[config.mk]
export PLATFORM = sky130hd
export DESIGN_NAME = low_freq_meter
export DESIGN_NICKNAME = d
export VERILOG_FILES = /design/src/rtl/low_freq_meter.sv
export SDC_FILE = /design/constraint.sdc
export NUM_CORES = 1
export LEC_CHECK = 0
export CAP_MARGIN = 20
export CORE_ASPECT_RATIO = 0.6
export CORE_MARGIN = 2
export CORE_UTILIZATION = 60
export CTS_CLUSTER_DIAMETER = 30
export CTS_CLUSTER_SIZE = 20
export DETAILED_ROUTE_END_ITERATION = 10
export HOLD_SLACK_MARGIN = 0.08
export PLACE_DENSITY_LB_ADDON = 0.3
export SKIP_LAST_GASP = 1
export SLEW_MARGIN = 40
export SYNTH_ARGS = -nofsm -noshare
export SYNTH_HDL_FRONTEND = slang
export SYNTH_SLANG_ARGS = --single-unit
[constraint.sdc]
create_clock -name clk -period 22.8 [get_ports clk]
set_clock_uncertainty 0.05 [all_clocks]
set_input_delay 4.56 -clock clk [delete_from_list [all_inputs] [get_ports clk]]
set_output_delay 4.56 -clock clk [all_outputs]
set_load 0.03 [all_outputs]
[src/rtl/low_freq_meter.sv]
// low_freq_meter: reciprocal frequency meter for low-frequency inputs.
// A start pulse measures one period of signal_in in clk cycles, divides
// CLK_HZ (scaled by powers of ten) by that period to get DIGITS significant
// digits, and converts the quotient to packed BCD for a 7-segment mux.
//
// Ports:
//   clk        system clock, rising edge
//   reset      asynchronous, active-high
//   start      begin a measurement (sampled only while ready)
//   signal_in  asynchronous input whose frequency is measured
//   ready      high while idle
//   done_tick  one-cycle pulse when the outputs below update
//   bcd_out    packed BCD result, digit 0 in [3:0]
//   scale      digits right of the decimal point (value = bcd / 10^scale Hz)
//   overflow   frequency >= 10^DIGITS Hz
//   timeout    no full period seen within the counter range
module low_freq_meter #(
    parameter int unsigned CLK_HZ   = 100_000_000,
    parameter int unsigned DIGITS   = 4,
    parameter int unsigned PERIOD_W = 32,
    localparam int unsigned SCALE_W = $clog2(DIGITS)
) (
    input  logic                  clk,
    input  logic                  reset,
    input  logic                  start,
    input  logic                  signal_in,
    output logic                  ready,
    output logic                  done_tick,
    output logic [4*DIGITS-1:0]   bcd_out,
    output logic [SCALE_W-1:0]    scale,
    output logic                  overflow,
    output logic                  timeout
);

    function automatic longint unsigned pow10(input int unsigned n);
        longint unsigned r;
        r = 1;
        for (int unsigned i = 0; i < n; i++) r = r * 10;
        return r;
    endfunction

    localparam int unsigned NUM_W    = $clog2(longint'(CLK_HZ) * pow10(DIGITS - 1) + 1);
    localparam int unsigned Q_W      = $clog2(pow10(DIGITS));
    localparam int unsigned STEP_MAX = (NUM_W > Q_W) ? NUM_W : Q_W;
    localparam int unsigned STEP_W   = $clog2(STEP_MAX + 1);

    localparam logic [NUM_W-1:0]   N0     = NUM_W'(CLK_HZ);
    localparam logic [NUM_W-1:0]   Q_HI   = NUM_W'(pow10(DIGITS));
    localparam logic [NUM_W-1:0]   Q_LO   = NUM_W'(pow10(DIGITS - 1));
    localparam logic [SCALE_W-1:0] K_MAX  = SCALE_W'(DIGITS - 1);

    typedef enum logic [2:0] {
        S_IDLE, S_WAIT1, S_MEAS, S_DIV, S_CHECK, S_BCD, S_DONE
    } state_t;

    state_t                state_q, state_d;
    logic [1:0]            sync_q;
    logic                  prev_q;
    logic                  edge_det;
    logic [PERIOD_W-1:0]   cnt_q, cnt_d;
    logic [PERIOD_W-1:0]   p_q, p_d;
    logic [NUM_W-1:0]      n_q, n_d;
    logic [NUM_W-1:0]      q_q, q_d;
    logic [PERIOD_W-1:0]   rem_q, rem_d;
    logic [SCALE_W-1:0]    k_q, k_d;
    logic [STEP_W-1:0]     step_q, step_d;
    logic [4*DIGITS-1:0]   bcd_q, bcd_d;
    logic [Q_W-1:0]        bin_q, bin_d;
    logic                  wovf_q, wovf_d;
    logic                  wto_q, wto_d;
    logic [4*DIGITS-1:0]   bcd_out_q, bcd_out_d;
    logic [SCALE_W-1:0]    scale_q, scale_d;
    logic                  overflow_q, overflow_d;
    logic                  timeout_q, timeout_d;
    logic                  done_q, done_d;

    logic [PERIOD_W:0]     trial;
    logic [PERIOD_W:0]     diff;
    logic [NUM_W-1:0]      n10;
    logic [4*DIGITS-1:0]   adj;

    assign edge_det  = sync_q[1] & ~prev_q;
    assign ready     = (state_q == S_IDLE);
    assign done_tick = done_q;
    assign bcd_out   = bcd_out_q;
    assign scale     = scale_q;
    assign overflow  = overflow_q;
    assign timeout   = timeout_q;

    always_comb begin
        state_d    = state_q;
        cnt_d      = cnt_q;
        p_d        = p_q;
        n_d        = n_q;
        q_d        = q_q;
        rem_d      = rem_q;
        k_d        = k_q;
        step_d     = step_q;
        bcd_d      = bcd_q;
        bin_d      = bin_q;
        wovf_d     = wovf_q;
        wto_d      = wto_q;
        bcd_out_d  = bcd_out_q;
        scale_d    = scale_q;
        overflow_d = overflow_q;
        timeout_d  = timeout_q;
        done_d     = 1'b0;

        // Restoring-division step: remainder stays below P, so PERIOD_W+1 bits suffice.
        trial = {rem_q, q_q[NUM_W-1]};
        diff  = trial - {1'b0, p_q};
        n10   = (n_q << 3) + (n_q << 1);
        // Double-dabble correction: add 3 to any BCD digit >= 5 before shifting.
        adj = bcd_q;
        for (int unsigned i = 0; i < DIGITS; i++) begin
            if (bcd_q[4*i +: 4] >= 4'd5) adj[4*i +: 4] = bcd_q[4*i +: 4] + 4'd3;
        end

        case (state_q)
            S_IDLE: begin
                if (start) begin
                    cnt_d   = '0;
                    wovf_d  = 1'b0;
                    wto_d   = 1'b0;
                    state_d = S_WAIT1;
                end
            end
            S_WAIT1: begin
                if (cnt_q == '1) begin
                    wto_d   = 1'b1;
                    state_d = S_DONE;
                end else if (edge_det) begin
                    cnt_d   = '0;
                    state_d = S_MEAS;
                end else begin
                    cnt_d = cnt_q + 1'b1;
                end
            end
            S_MEAS: begin
                if (cnt_q == '1) begin
                    wto_d   = 1'b1;
                    state_d = S_DONE;
                end else if (edge_det) begin
                    p_d     = cnt_q + 1'b1;
                    k_d     = '0;
                    n_d     = N0;
                    q_d     = N0;
                    rem_d   = '0;
                    step_d  = '0;
                    state_d = S_DIV;
                end else begin
                    cnt_d = cnt_q + 1'b1;
                end
            end
            S_DIV: begin
                if (!diff[PERIOD_W]) begin
                    rem_d = diff[PERIOD_W-1:0];
                    q_d   = {q_q[NUM_W-2:0], 1'b1};
                end else begin
                    rem_d = trial[PERIOD_W-1:0];
                    q_d   = {q_q[NUM_W-2:0], 1'b0};
                end
                if (step_q == STEP_W'(NUM_W - 1)) state_d = S_CHECK;
                else                              step_d  = step_q + 1'b1;
            end
            S_CHECK: begin
                step_d = '0;
                if (q_q >= Q_HI) begin
                    wovf_d  = 1'b1;
                    state_d = S_DONE;
                end else if (q_q < Q_LO && k_q < K_MAX) begin
                    k_d     = k_q + 1'b1;
                    n_d     = n10;
                    q_d     = n10;
                    rem_d   = '0;
                    state_d = S_DIV;
                end else begin
                    bin_d   = q_q[Q_W-1:0];
                    bcd_d   = '0;
                    state_d = S_BCD;
                end
            end
            S_BCD: begin
                bcd_d = {adj[4*DIGITS-2:0], bin_q[Q_W-1]};
                bin_d = bin_q << 1;
                if (step_q == STEP_W'(Q_W - 1)) state_d = S_DONE;
                else                            step_d  = step_q + 1'b1;
            end
            S_DONE: begin
                done_d     = 1'b1;
                overflow_d = wovf_q;
                timeout_d  = wto_q;
                if (wovf_q || wto_q) begin
                    bcd_out_d = '0;
                    scale_d   = '0;
                end else begin
                    bcd_out_d = bcd_q;
                    scale_d   = k_q;
                end
                state_d = S_IDLE;
            end
            default: state_d = S_IDLE;
        endcase
    end

    always_ff @(posedge clk or posedge reset) begin
        if (reset) begin
            state_q    <= S_IDLE;
            sync_q     <= '0;
            prev_q     <= 1'b0;
            cnt_q      <= '0;
            p_q        <= '0;
            n_q        <= '0;
            q_q        <= '0;
            rem_q      <= '0;
            k_q        <= '0;
            step_q     <= '0;
            bcd_q      <= '0;
            bin_q      <= '0;
            wovf_q     <= 1'b0;
            wto_q      <= 1'b0;
            bcd_out_q  <= '0;
            scale_q    <= '0;
            overflow_q <= 1'b0;
            timeout_q  <= 1'b0;
            done_q     <= 1'b0;
        end else begin
            state_q    <= state_d;
            sync_q     <= {sync_q[0], signal_in};
            prev_q     <= sync_q[1];
            cnt_q      <= cnt_d;
            p_q        <= p_d;
            n_q        <= n_d;
            q_q        <= q_d;
            rem_q      <= rem_d;
            k_q        <= k_d;
            step_q     <= step_d;
            bcd_q      <= bcd_d;
            bin_q      <= bin_d;
            wovf_q     <= wovf_d;
            wto_q      <= wto_d;
            bcd_out_q  <= bcd_out_d;
            scale_q    <= scale_d;
            overflow_q <= overflow_d;
            timeout_q  <= timeout_d;
            done_q     <= done_d;
        end
    end

endmodule

==> flow_summary.ini <==
[synthesis]
yosys.area.top_type_share = 0.418
ys_ff_latch = 228
avgSynthCellArea_um2 = 8.70
syn_inst = 1570
synthArstFlopShare = 1.00
synthesis.nets = 1648
yosys-top-cells-area = dfrtp_1 (42%), ha_1 (6.6%), nand2_1 (6.4%)
yosysTopAreaCell = dfrtp_1
yosysSeqAreaShare = 0.418
synth_edf_count = 0
yosysWarnings = 0
synth.cell_area_mm2 = 0.0137
synth_flop_cell = dfrtp_1
ys_types = 69

[detailed_routing]
dr_wl_met2_um = 14200
wirelength_um = 34200
wirelength_met1_um = 16500
drc_errors = 0
drt_iter0_markers = 1255
ant_nets = 0
wl_met3_um = 2890
top_layer_used = met4
wl_per_cell_um = 17.9
drtPass1Iterations = 5
vias = 11900
avgViaCountPerCell = 6.25

[clocking]
htreeDepth = 2
hold_buffers = 0
clkTransAtPathRegs_ns = 0.05
numCtsBuffers = 37
cts_resized = 0
cts-root-buf = clkbuf_16
clock_sinks = 228
clockBufferDepth = 3
cts_tree = done
post_cts_buffers = 0
insertion_delay_ns = 0.53

[sta]
finalHoldViolations = 0
holdWs_ns = 0.301
fin_tns_setup_ns = 0
setup_viol = 0
worst_pin_slew_ns = 0.808
period_minus_slack_ns = 6.89
max_slew_margin = 0.460
finalWorstSetupSlack_ns = 15.91
fmax_ghz = 0.145
min_period_over_period = 0.302
slew_viol_final = 0
grt_setup_unrepaired = false

[cells_and_area]
nets = 1650
instances_no_fill = 1909
stdcell_area_mm2 = 0.0154
final_common_cell = nand2_1
drive_above_1_share = 0.0612
mostFrequentLayoutCells = nand2_1 (231), dfrtp_1 (228), o21ai_0 (147)
final_core_util = 0.695
diodes = 0
area_growth_syn_to_layout_pct = 12.8

[placed_design]
placed_cells = 1841
dpl_worst_slack_ns = 15.77
place_area_mm2 = 0.0141
globalplace.congestion = 0.879
hpwl_um = 22800
io_buffers = 25

[worst_hold_path]
hold_start = sync_q[0]
hold_depth = 0
hold_path.class = flop to flop
hold_end = sync_q[1]

[floorplanning]
dieWidth_um = 199
num_rows = 42
die_area_mm2 = 0.0240
fp.dieH_um = 121
floorplan.initialDensity = 0.616
ios = 26
core_mm2 = 0.0222

[global_route]
grt_max_degree = 151
grt_pass1_wl_um = 56800
antenna_found_initial = 0
grt_pass1_vias = 11000
grt.total_usage = 0.294
globalRouteOverflowTotal = 0

[worst_setup_path]
worst-setup-path-type = flop to output port
r2r-start = q_q[36]
endpoint_kind = output port
r2r_end = rem_q[5]
rrSetupSlack_ns = 18.80
worstRegToRegCells = 13
cp_max_fo = 19
crit_path_start_kind = flop
required_ns = 18.19
arrival_ns = 2.28

[flow_run]
drv_cap = 0

[power]
power_mw = 2.14
leakagePower_nw = 6.81
irDropWorstVdd_uv = 92.8
power.density_mw_per_mm2 = 139

[outcome]
status = completed
==> cell type report <==
| type | count | area (µm²) |
|---|---|---|
| repair buffers | 40 | 367 |
| inverters | 74 | 294 |
| well taps | 308 | 385 |
| clock buffers | 44 | 972 |
| clock inverters | 24 | 340 |
| multi-input cells | 1191 | 7350 |
| flip-flops and latches | 228 | 5710 |
| fillers | 1729 | 6760 |
==> power breakdown <==
group | internal [mW] | leakage [nW] | switching, mW
Combinational | 0.378 | 3.19 | 0.598
Sequential | 0.490 | 2.99 | 0.0824
Clock | 0.371 | 0.638 | 0.216
==> sequential cells by signal, summed over array words and instances, names as in the netlist, 2 cells and up <==
name	count
bcd_out	16
bcd_q	16
bin_q	14
cnt_q	32
k_q	2
n_q	28
p_q	32
q_q	37
rem_q	32
scale	2
state_q	3
step_q	6
sync_q	2
==> synth_stat cells, types with 11 or more instances <==
master / count
a21o_1: 25
o21a_1: 17
o21ai_1: 28
a31oi_1: 31
buf_2: 11
and3_1: 21
nand2_1: 232
o31ai_1: 24
nand3_1: 32
xnor2_1: 45
nand2b_1: 13
xor2_1: 32
a21oi_1: 95
nor2b_1: 15
o21ai_0: 148
clkbuf_1: 56
nor4_1: 12
a22o_1: 16
inv_1: 73
mux2i_1: 31
nor2_1: 125
dfrtp_1: 228
nand4_1: 24
nor3_1: 21
ha_1: 72
o22ai_1: 11
==> worst max-delay path by stage <==
stage,start,to,cells after the start
floorplan,reset,bcd_out[0],1
global placement,reset,step_q[0],3
detailed placement,start,cnt_q[31],10
CTS,state_q[0],ready,2
global route,state_q[0],ready,2
finish,state_q[0],ready,2
==> layer usage <==
metal	up-vias	GRT usage
li1	5648	-
met1	5719	0.463
met2	501	0.404
met3	56	0.0614
met4	0	0.0849
met5	-	0
==> worst max-delay path, stage by stage, from the launching register on <==
cell             delay [ns]
dfrtp_1                0.60
nor3_1                 0.41
clkdlybuf4s50_1        0.74
==> cell families (layout without fill, tap and decap cells) <==
kind of cell	after synthesis	count (layout)	synth area share
AO/OA/AOI/OAI	478	478	0.219
XOR/XNOR	77	77	0.0494
adder cells (fa/ha/maj)	75	75	0.0696
buffers and inverters	151	182	0.0466
flip-flops	228	228	0.418
multiplexers	31	31	0.0227
AND/OR/NAND/NOR	530	530	0.175
Note: power is estimated with default switching activity, not from simulation.
